--- config.mk ---
export PLATFORM = sky130hd
export DESIGN_NAME = ptr_cdc_sync_mc_flat
export DESIGN_NICKNAME = d
export VERILOG_FILES = /design/src/rtl/fifo_cdc_pkg.sv /design/src/rtl/ptr_cdc_sync_mc_if.sv /design/src/rtl/ptr_sync_chan.sv /design/src/rtl/ptr_cdc_sync_mc.sv /design/src/flat_wrapper.sv
export SDC_FILE = /design/constraint.sdc
export NUM_CORES = 1
export LEC_CHECK = 0
export BUFFER_PORTS_ARGS = -buffer_cell sky130_fd_sc_hd__buf_2
export CORE_MARGIN = 5
export CORE_UTILIZATION = 51
export DETAILED_ROUTE_END_ITERATION = 10
export GPL_TIMING_DRIVEN = 0
export PLACE_DENSITY = 0.76
export SKIP_LAST_GASP = 1
export SLEW_MARGIN = 20
export SYNTH_ARGS = -nofsm -noshare
export SYNTH_HDL_FRONTEND = slang
export SYNTH_HIERARCHICAL = 1
export SYNTH_SLANG_ARGS = --single-unit
--- constraint.sdc ---
create_clock -name clk -period 3.1 [get_ports clk]
set_input_delay 0.155 -clock clk [delete_from_list [all_inputs] [get_ports clk]]
set_output_delay 0.155 -clock clk [all_outputs]
set_load 0.01 [all_outputs]
--- src/rtl/fifo_cdc_pkg.sv ---
// Shared helpers for the async FIFO pointer crossings: Gray/binary conversion,
// popcount and synchronizer depth limits.
package fifo_cdc_pkg;

  localparam int unsigned SYNC_STAGE_MIN = 2;
  localparam int unsigned SYNC_STAGE_MAX = 4;
  localparam int unsigned NUM_CH_MIN     = 1;
  localparam int unsigned NUM_CH_MAX     = 8;
  localparam int unsigned GRAY_W_MAX     = 16;

  // Operands are zero-extended to GRAY_W_MAX, so the result is exact for any
  // narrower width once cast back down.
  function automatic logic [GRAY_W_MAX-1:0] gray2bin(input logic [GRAY_W_MAX-1:0] g);
    logic [GRAY_W_MAX-1:0] b;
    b[GRAY_W_MAX-1] = g[GRAY_W_MAX-1];
    for (int unsigned i = GRAY_W_MAX-1; i > 0; i--) begin
      b[i-1] = b[i] ^ g[i-1];
    end
    return b;
  endfunction

  function automatic logic [GRAY_W_MAX-1:0] bin2gray(input logic [GRAY_W_MAX-1:0] b);
    return b ^ (b >> 1);
  endfunction

  function automatic int unsigned popcount(input logic [GRAY_W_MAX-1:0] v);
    int unsigned n;
    n = 0;
    for (int unsigned i = 0; i < GRAY_W_MAX; i++) begin
      n += 32'(v[i]);
    end
    return n;
  endfunction

endpackage

--- src/rtl/ptr_cdc_sync_mc_if.sv ---
// Pointer bus between the source-side pointer logic and the synchronizer.
interface ptr_cdc_sync_mc_if #(
  parameter int unsigned ADDRESS_WIDTH = 4,
  parameter int unsigned NUM_CH        = 1
);
  localparam int unsigned PW = ADDRESS_WIDTH + 1;

  logic [NUM_CH*PW-1:0] din;
  logic [NUM_CH-1:0]    err_clr;
  logic [NUM_CH*PW-1:0] sync_gray;
  logic [NUM_CH*PW-1:0] sync_bin;
  logic [NUM_CH-1:0]    upd;
  logic [NUM_CH*PW-1:0] adv;
  logic [NUM_CH-1:0]    gray_err;

  modport master (
    output din, err_clr,
    input  sync_gray, sync_bin, upd, adv, gray_err
  );

  modport slave (
    input  din, err_clr,
    output sync_gray, sync_bin, upd, adv, gray_err
  );
endinterface

--- src/rtl/ptr_sync_chan.sv ---
// One pointer channel: synchronizer chain, registered Gray-to-binary,
// change/advance detection and sticky illegal-step flag.
module ptr_sync_chan
  import fifo_cdc_pkg::*;
#(
  parameter int unsigned PW         = 5,
  parameter int unsigned SYNC_STAGE = 2,
  parameter bit          GRAY_CHECK = 1'b1
) (
  input  logic          clk,
  input  logic          s_rst,
  input  logic [PW-1:0] din,
  input  logic          err_clr,
  output logic [PW-1:0] sync_gray,
  output logic [PW-1:0] sync_bin,
  output logic          upd,
  output logic [PW-1:0] adv,
  output logic          gray_err
);

  (* ASYNC_REG = "TRUE" *) logic [PW-1:0] stage [SYNC_STAGE];
  logic [PW-1:0] gray_prev;
  logic [PW-1:0] bin_now;
  logic          chg;
  logic          multi_bit;

  always_ff @(posedge clk) begin
    if (s_rst) begin
      for (int unsigned k = 0; k < SYNC_STAGE; k++) begin
        stage[k] <= '0;
      end
    end else begin
      stage[0] <= din;
      for (int unsigned k = 1; k < SYNC_STAGE; k++) begin
        stage[k] <= stage[k-1];
      end
    end
  end

  assign sync_gray = stage[SYNC_STAGE-1];

  always_comb begin
    bin_now   = PW'(gray2bin(GRAY_W_MAX'(sync_gray)));
    chg       = (sync_gray != gray_prev);
    multi_bit = (popcount(GRAY_W_MAX'(sync_gray ^ gray_prev)) > 1);
  end

  // sync_bin still holds the previous pointer's binary value, so it doubles
  // as bin_prev for the advance.
  always_ff @(posedge clk) begin
    if (s_rst) begin
      gray_prev <= '0;
      sync_bin  <= '0;
      upd       <= 1'b0;
      adv       <= '0;
    end else begin
      gray_prev <= sync_gray;
      sync_bin  <= bin_now;
      upd       <= chg;
      adv       <= chg ? (bin_now - sync_bin) : '0;
    end
  end

  if (GRAY_CHECK) begin : g_check
    always_ff @(posedge clk) begin
      if (s_rst) begin
        gray_err <= 1'b0;
      end else if (multi_bit) begin
        gray_err <= 1'b1;
      end else if (err_clr) begin
        gray_err <= 1'b0;
      end
    end
  end else begin : g_nocheck
    logic unused_chk;
    assign unused_chk = err_clr ^ multi_bit;
    assign gray_err   = 1'b0;
  end

endmodule

--- src/rtl/ptr_cdc_sync_mc.sv ---
// Multi-channel Gray-pointer synchronizer; slices the pointer bus into
// independent ptr_sync_chan instances.
module ptr_cdc_sync_mc
  import fifo_cdc_pkg::*;
#(
  parameter int unsigned ADDRESS_WIDTH = 4,
  parameter int unsigned SYNC_STAGE    = 2,
  parameter int unsigned NUM_CH        = 1,
  parameter bit          GRAY_CHECK    = 1'b1
) (
  input  logic           clk,
  input  logic           s_rst,
  ptr_cdc_sync_mc_if.slave bus
);

  localparam int unsigned PW = ADDRESS_WIDTH + 1;

  if (SYNC_STAGE < SYNC_STAGE_MIN || SYNC_STAGE > SYNC_STAGE_MAX) begin : g_bad_stage
    $error("ptr_cdc_sync_mc: SYNC_STAGE must be in 2..4");
  end
  if (NUM_CH < NUM_CH_MIN || NUM_CH > NUM_CH_MAX) begin : g_bad_ch
    $error("ptr_cdc_sync_mc: NUM_CH must be in 1..8");
  end
  if (PW > GRAY_W_MAX) begin : g_bad_aw
    $error("ptr_cdc_sync_mc: ADDRESS_WIDTH too large");
  end

  for (genvar c = 0; c < NUM_CH; c++) begin : g_ch
    ptr_sync_chan #(
      .PW        (PW),
      .SYNC_STAGE(SYNC_STAGE),
      .GRAY_CHECK(GRAY_CHECK)
    ) u_chan (
      .clk      (clk),
      .s_rst    (s_rst),
      .din      (bus.din[c*PW +: PW]),
      .err_clr  (bus.err_clr[c]),
      .sync_gray(bus.sync_gray[c*PW +: PW]),
      .sync_bin (bus.sync_bin[c*PW +: PW]),
      .upd      (bus.upd[c]),
      .adv      (bus.adv[c*PW +: PW]),
      .gray_err (bus.gray_err[c])
    );
  end

endmodule

--- src/flat_wrapper.sv ---
// flat-port wrapper written by rule: the top's interface ports become plain ports
module ptr_cdc_sync_mc_flat import fifo_cdc_pkg::*;
#(
  parameter int unsigned ADDRESS_WIDTH = 4,
  parameter int unsigned SYNC_STAGE    = 2,
  parameter int unsigned NUM_CH        = 1,
  parameter bit          GRAY_CHECK    = 1'b1
)
  (clk, s_rst, bus_din, bus_err_clr, bus_sync_gray, bus_sync_bin, bus_upd, bus_adv, bus_gray_err);
  ptr_cdc_sync_mc_if #(.ADDRESS_WIDTH(ADDRESS_WIDTH), .NUM_CH(NUM_CH)) bus_i ();
  input  logic clk;
  input  logic s_rst;
  input wire logic [$bits(bus_i.din)-1:0] bus_din;
  input wire logic [$bits(bus_i.err_clr)-1:0] bus_err_clr;
  output wire logic [$bits(bus_i.sync_gray)-1:0] bus_sync_gray;
  output wire logic [$bits(bus_i.sync_bin)-1:0] bus_sync_bin;
  output wire logic [$bits(bus_i.upd)-1:0] bus_upd;
  output wire logic [$bits(bus_i.adv)-1:0] bus_adv;
  output wire logic [$bits(bus_i.gray_err)-1:0] bus_gray_err;
  assign bus_i.din = bus_din;
  assign bus_i.err_clr = bus_err_clr;
  assign bus_sync_gray = bus_i.sync_gray;
  assign bus_sync_bin = bus_i.sync_bin;
  assign bus_upd = bus_i.upd;
  assign bus_adv = bus_i.adv;
  assign bus_gray_err = bus_i.gray_err;
  ptr_cdc_sync_mc #(.ADDRESS_WIDTH(ADDRESS_WIDTH), .SYNC_STAGE(SYNC_STAGE), .NUM_CH(NUM_CH), .GRAY_CHECK(GRAY_CHECK)) u_core (.clk(clk), .s_rst(s_rst), .bus(bus_i));
endmodule
=== Word-level counts from Yosys, hierarchy flattened ===
Memories as Yosys holds them, arrays and structs flattened.
Cells that the tools add are included.

* Register bits after elaboration: 17
* Latch bits: 0
* Bits in writable memories: 10
* Memory bits (read-only): 0
* Input port bits: 8
* Logic and storage cells: 41
* Memories: 1

* Add/sub/neg operators: 16
* Multipliers: 0
* Div/mod/pow operators: 0
* Magnitude comparators: 1
* Eq/ne operators: 1
* Shifts and indexed selects: 0
* Multiplexer cells: 7
* Bitwise gates (word level): 8
* Reductions and logical operators: 2

{| class="wikitable"
|+ Memory list
! name !! words !! width !! read ports !! clocked after Yosys merged registers in !! write ports !! line !! RTL
|-
| u_core.g_ch[0].u_chan.stage || 2 || 5 || 2 || 0 || 2 || ptr_sync_chan.sv:21 || <nowiki>(* ASYNC_REG = "TRUE" *) logic [PW-1:0] stage [SYNC_STAGE];</nowiki>
|}

{| class="wikitable"
|+ Operators with widths
! kind !! number
|-
| $add A15 B1 Y16 const B || 1
|-
| $gt A16 B1 Y1 const B || 1
|-
| $add A14 B1 Y15 const B || 1
|-
| $add A13 B1 Y14 const B || 1
|-
| $add A12 B1 Y13 const B || 1
|-
| $add A11 B1 Y12 const B || 1
|-
| $add A10 B1 Y11 const B || 1
|-
| $add A9 B1 Y10 const B || 1
|-
| $mux W5 || 2
|-
| $add A8 B1 Y9 const B || 1
|-
| $add A7 B1 Y8 const B || 1
|-
| $add A6 B1 Y7 const B || 1
|-
| $add A5 B1 Y6 const B || 1
|-
| $add A4 B1 Y5 || 1
|-
| $mux W1 || 5
|-
| $ne A5 B5 Y1 || 1
|-
| $sub A5 B5 Y5 || 1
|-
| $xor A5 B5 Y5 || 1
|-
| $add A3 B1 Y4 || 1
|-
| $xor A1 B1 Y1 || 4
|-
| $add A2 B1 Y3 || 1
|-
| $add A1 B1 Y2 || 1
|-
| $or A1 B1 Y1 || 2
|-
| $reduce_bool A2 Y1 || 1
|-
| 2 further kinds || 2
|}

=== Logic depth before layout (Yosys ltp) ===
An unclocked memory read counts as a cell.

* Depth after elaboration: 19
* Depth in mapped cells: 9

=== Least setup slack after synthesis ===
OpenSTA, ideal clock, no wires.

* Kind: reg2reg
* From: mem u_core.g_ch[0].u_chan.stage[1][2] (netlist: u_core/g_ch[0].u_chan/stage[0][7])
* To: reg u_core.g_ch[0].u_chan.adv[4]
* Data arrival time: 2.239 ns
* Required time: 2.961 ns
* Slack: 0.722 ns
* Cell stages (with the launch flop): 10
* Period minus slack after synthesis: 2.378 ns
* Path through: dfxtp_1 xnor3_2 xor2_4 xor2_2 ha_1 fa_1 nand2b_1 a21oi_1 xnor2_1 nor2_1

{| class="wikitable"
|+ RTL lines
! item !! line !! RTL
|-
| from (decl) || ptr_sync_chan.sv:21 ||
|-
| to (signal assigned) || ptr_sync_chan.sv:60 || <nowiki>adv <= chg ? (bin_now - sync_bin) : '0;</nowiki>
|-
| to (decl) || ptr_sync_chan.sv:17 || <nowiki>output logic [PW-1:0] adv,</nowiki>
|}

==> impl_results.md <==
- Number of enable flip-flop cells after synthesis: 0
- Clock-pin transition on the worst setup and hold timing paths: 130 ps
- Maximum clock insertion buffer count: 2
- Vertical die dimension: 55.86 µm
- Post-Synthesis Cells: 100
- Clock buffers created by TritonCTS: 3
- Placed wire-length estimate after detailed placement: 1.229 mm
- YS warnings: 6
- Number of iterations in the first detailed-routing pass: 1
- Headroom to the max-slew limit: 53.63%
- Number of placed I/O pins: 25
- Fillers: 154
- Post-CTS Repair Setup Buffers: 0
- Core area: 0.001982 mm²
- Number of antenna cells inserted: 0
- Count of cells resized by post-cts repair: 0
- Antenna violations before repair: 0
- Layout Cell Area excl Fill: 0.001274 mm²
- Wire length of the first global-routing pass: 2.601 mm
- Clock skew: 4.891 ps
- WL per Instance: 9.519 µm
- Cell area after technology mapping: 0.001072 mm²
- Avg Cell Area, Syn: 10.72 µm²
- Total Negative Setup Slacks: 0 ps
- Sequential-to-total area share from yosys stat: 48.54%
- Total power density per cell area: 572.8 mW/mm²
- CTS hold repair buffers: 0
- Total number of vias: 673
- Clock tree from TritonCTS: done
- Run status: finished clean
- Main synth FF type: dfxtp_1
- Routability congestion estimate: 0.7093
- Most common cell after layout, fill and taps aside: dfxtp_1
- Arrival time of data at the critical path endpoint: 2720 ps
- Initial core utilization: 54.10%
- Area taken by multi-input logic gates: 457.9 µm²
- Fraction of final layout cells with drive strength greater than 1: 29.13%
- DRC marker count from the first detailed-route iteration: 0
- Placed instance area: 0.001221 mm²
- Final setup violation count: 0
- Total of flip-flops plus latches after synthesis: 26
- Slew of the pin with the lowest slew margin: 689.6 ps
- Final Routed Wirelength: 1.466 mm
- Min Clock Period, post-route: 2526 ps
- Number of buffers inserted by port buffering: 23
- Kind of launch point of the worst setup path: flip-flop
- Global-route total usage across every layer: 10.34%
- Max Fanout on Critical Path: 5
- Max_cap viols: 0
- Top library cells by usage in the layout, fill and taps aside: 26 x dfxtp_1, 23 x buf_2, 17 x nor2b_1, 11 x inv_1, 10 x nor2_1
- Final critical-path share of the clock period: 81.49%
- Fraction of synthesis flops using an asynchronous set or reset pin: 0%
- Worst Path Class, Setup: flip-flop to flip-flop
- Number of global-route vias before repair: 663
- Total global routing overflow: 0
- RSZ-0062 raised after global routing: false
- Area grow syn2layout: 18.79%
- Top achievable clock speed: 395.9 MHz
- Placed Cells: 150
- Max-slew violations: 0
- Number of rows in the core area: 16
- Required @ worst endpoint: 3290 ps
- Area of all sequential standard cells: 520.5 µm²
- Hold WC Path Type: input port to flip-flop
- DRC Markers: 0
- Area enclosed by the die boundary: 0.003120 mm²
- Synthesized Nets: 116
- Clk Tree Root Cell: clkbuf_4
- Fin. Hold Viols: 0
- Standby leakage power: 0.0006475 µW
- CTS H-Tree Depth: 1
- Width of the chip: 55.86 µm
- Pin count of the biggest net entering global routing: 16
- VDD IR max: 357.1 µV
- Nets: 144
- Sink Count: 26
- Category of the worst setup path capture point: flip-flop
- Count of antenna-violating nets left after detailed routing: 0
- Post-route insts no fill: 154
- Latest clock arrival within the worst-skew pair: 310 ps
- Number of distinct library cells after synthesis: 21
- Via density per instance: 4.370
==> critical path: stages, from the launching register on <==
cell,delay [ps]
dfxtp_1,470
xnor3_2,450
xor2_4,200
xor2_2,170
ha_1,220
fa_1,400
nand2b_1,160
a21oi_1,160
xnor2_1,130
nor2_1,50
==> cell usage after synthesis (2+ instances only) <==
library cell | instances | share of area [%]
ha_1 | 6 | 7.0
dfxtp_1 | 26 | 49
clkbuf_1 | 2 | 0.70
nor2_1 | 10 | 3.5
xnor2_1 | 4 | 3.3
nor2b_1 | 17 | 9.9
buf_4 | 6 | 4.2
xor2_1 | 5 | 4.1
fa_1 | 2 | 3.7
inv_1 | 11 | 3.9
==> sequential cells by signal (all words and copies together), names as in the netlist <==
signal                        count
u_core/g_ch.u_chan/upd            1
u_core/g_ch.u_chan/gray_err       1
u_core/g_ch.u_chan/stage         10
u_core/g_ch.u_chan/adv            5
u_core/g_ch.u_chan/gray_prev      4
u_core/g_ch.u_chan/sync_bin       5
==> per-stage QoR <==
step	total power [µW]	hold slack [ps]	setup WS, ps	utilization [%]
after global routing	776.0	29.80	406.8	64.27
after CTS	744.4	30.69	550.3	64.27
after global placement	509.3	362.9	578.5	61.62
final	729.6	41.47	573.8	64.27
after detailed placement	517.1	370.9	570.2	61.62
after floorplan	475.8	283.2	721.7	-
==> where the power goes <==
group / total (µW) / internal [µW] / switching [µW]
Clock: 224 / 131 / 92.9
Sequential: 370 / 360 / 10.8
Combinational: 136 / 66.3 / 69.4
Total: 730 / 557 / 173
==> metal layers <==
layer | vias to the layer above | routed length [µm] | part of all wire (%) | track usage, %
met1 | 306 | 583 | 40 | 10.50
met3 | 0 | 114 | 7.8 | 2.784
met4 | 0 | 0 | 0 | 5.085
met2 | 16 | 768 | 52 | 19.26
li1 | 351 | - | - | -
met5 | - | 0 | 0 | 0
==> layout make-up <==
cell class / count / share of cell area, %
clock inverter: 1 / 2.358
inverter: 11 / 3.242
buffer: 8 / 4.126
clock buffer: 3 / 1.768
timing repair buffer: 23 / 9.037
tap: 27 / 2.652
multi-input combinational: 55 / 35.95
sequential: 26 / 40.86
==> final timing paths <==
path                                                start                                           end  slack, ps  depth (start not counted)
max          u_core/g_ch[0].u_chan/stage[0][8]$_SDFF_PP0_       u_core/g_ch[0].u_chan/adv[4]$_SDFF_PP0_        570                          9
min                                            bus_din[4]  u_core/g_ch[0].u_chan/stage[0][4]$_SDFF_PP0_         40                          2
max reg2reg  u_core/g_ch[0].u_chan/stage[0][8]$_SDFF_PP0_       u_core/g_ch[0].u_chan/adv[4]$_SDFF_PP0_        570                          9
min reg2reg  u_core/g_ch[0].u_chan/stage[0][1]$_SDFF_PP0_  u_core/g_ch[0].u_chan/stage[0][6]$_SDFF_PP0_        450                          1
==> cells by family (layout without fill, tap and decap cells) <==
kind of cell               after synthesis  count (layout)  share of synthesized area (%)
xor gates and xnor gates                12              12                          13.65
AOI/OAI and AO/OA                        4               4                          2.801
buffers and inverters                   19              46                          8.751
DFF                                     26              26                          48.54
and+or+nand+nor                         31              31                          15.52
adders and majority gates                8               8                          10.74
Power figures use the tool's default switching activity.
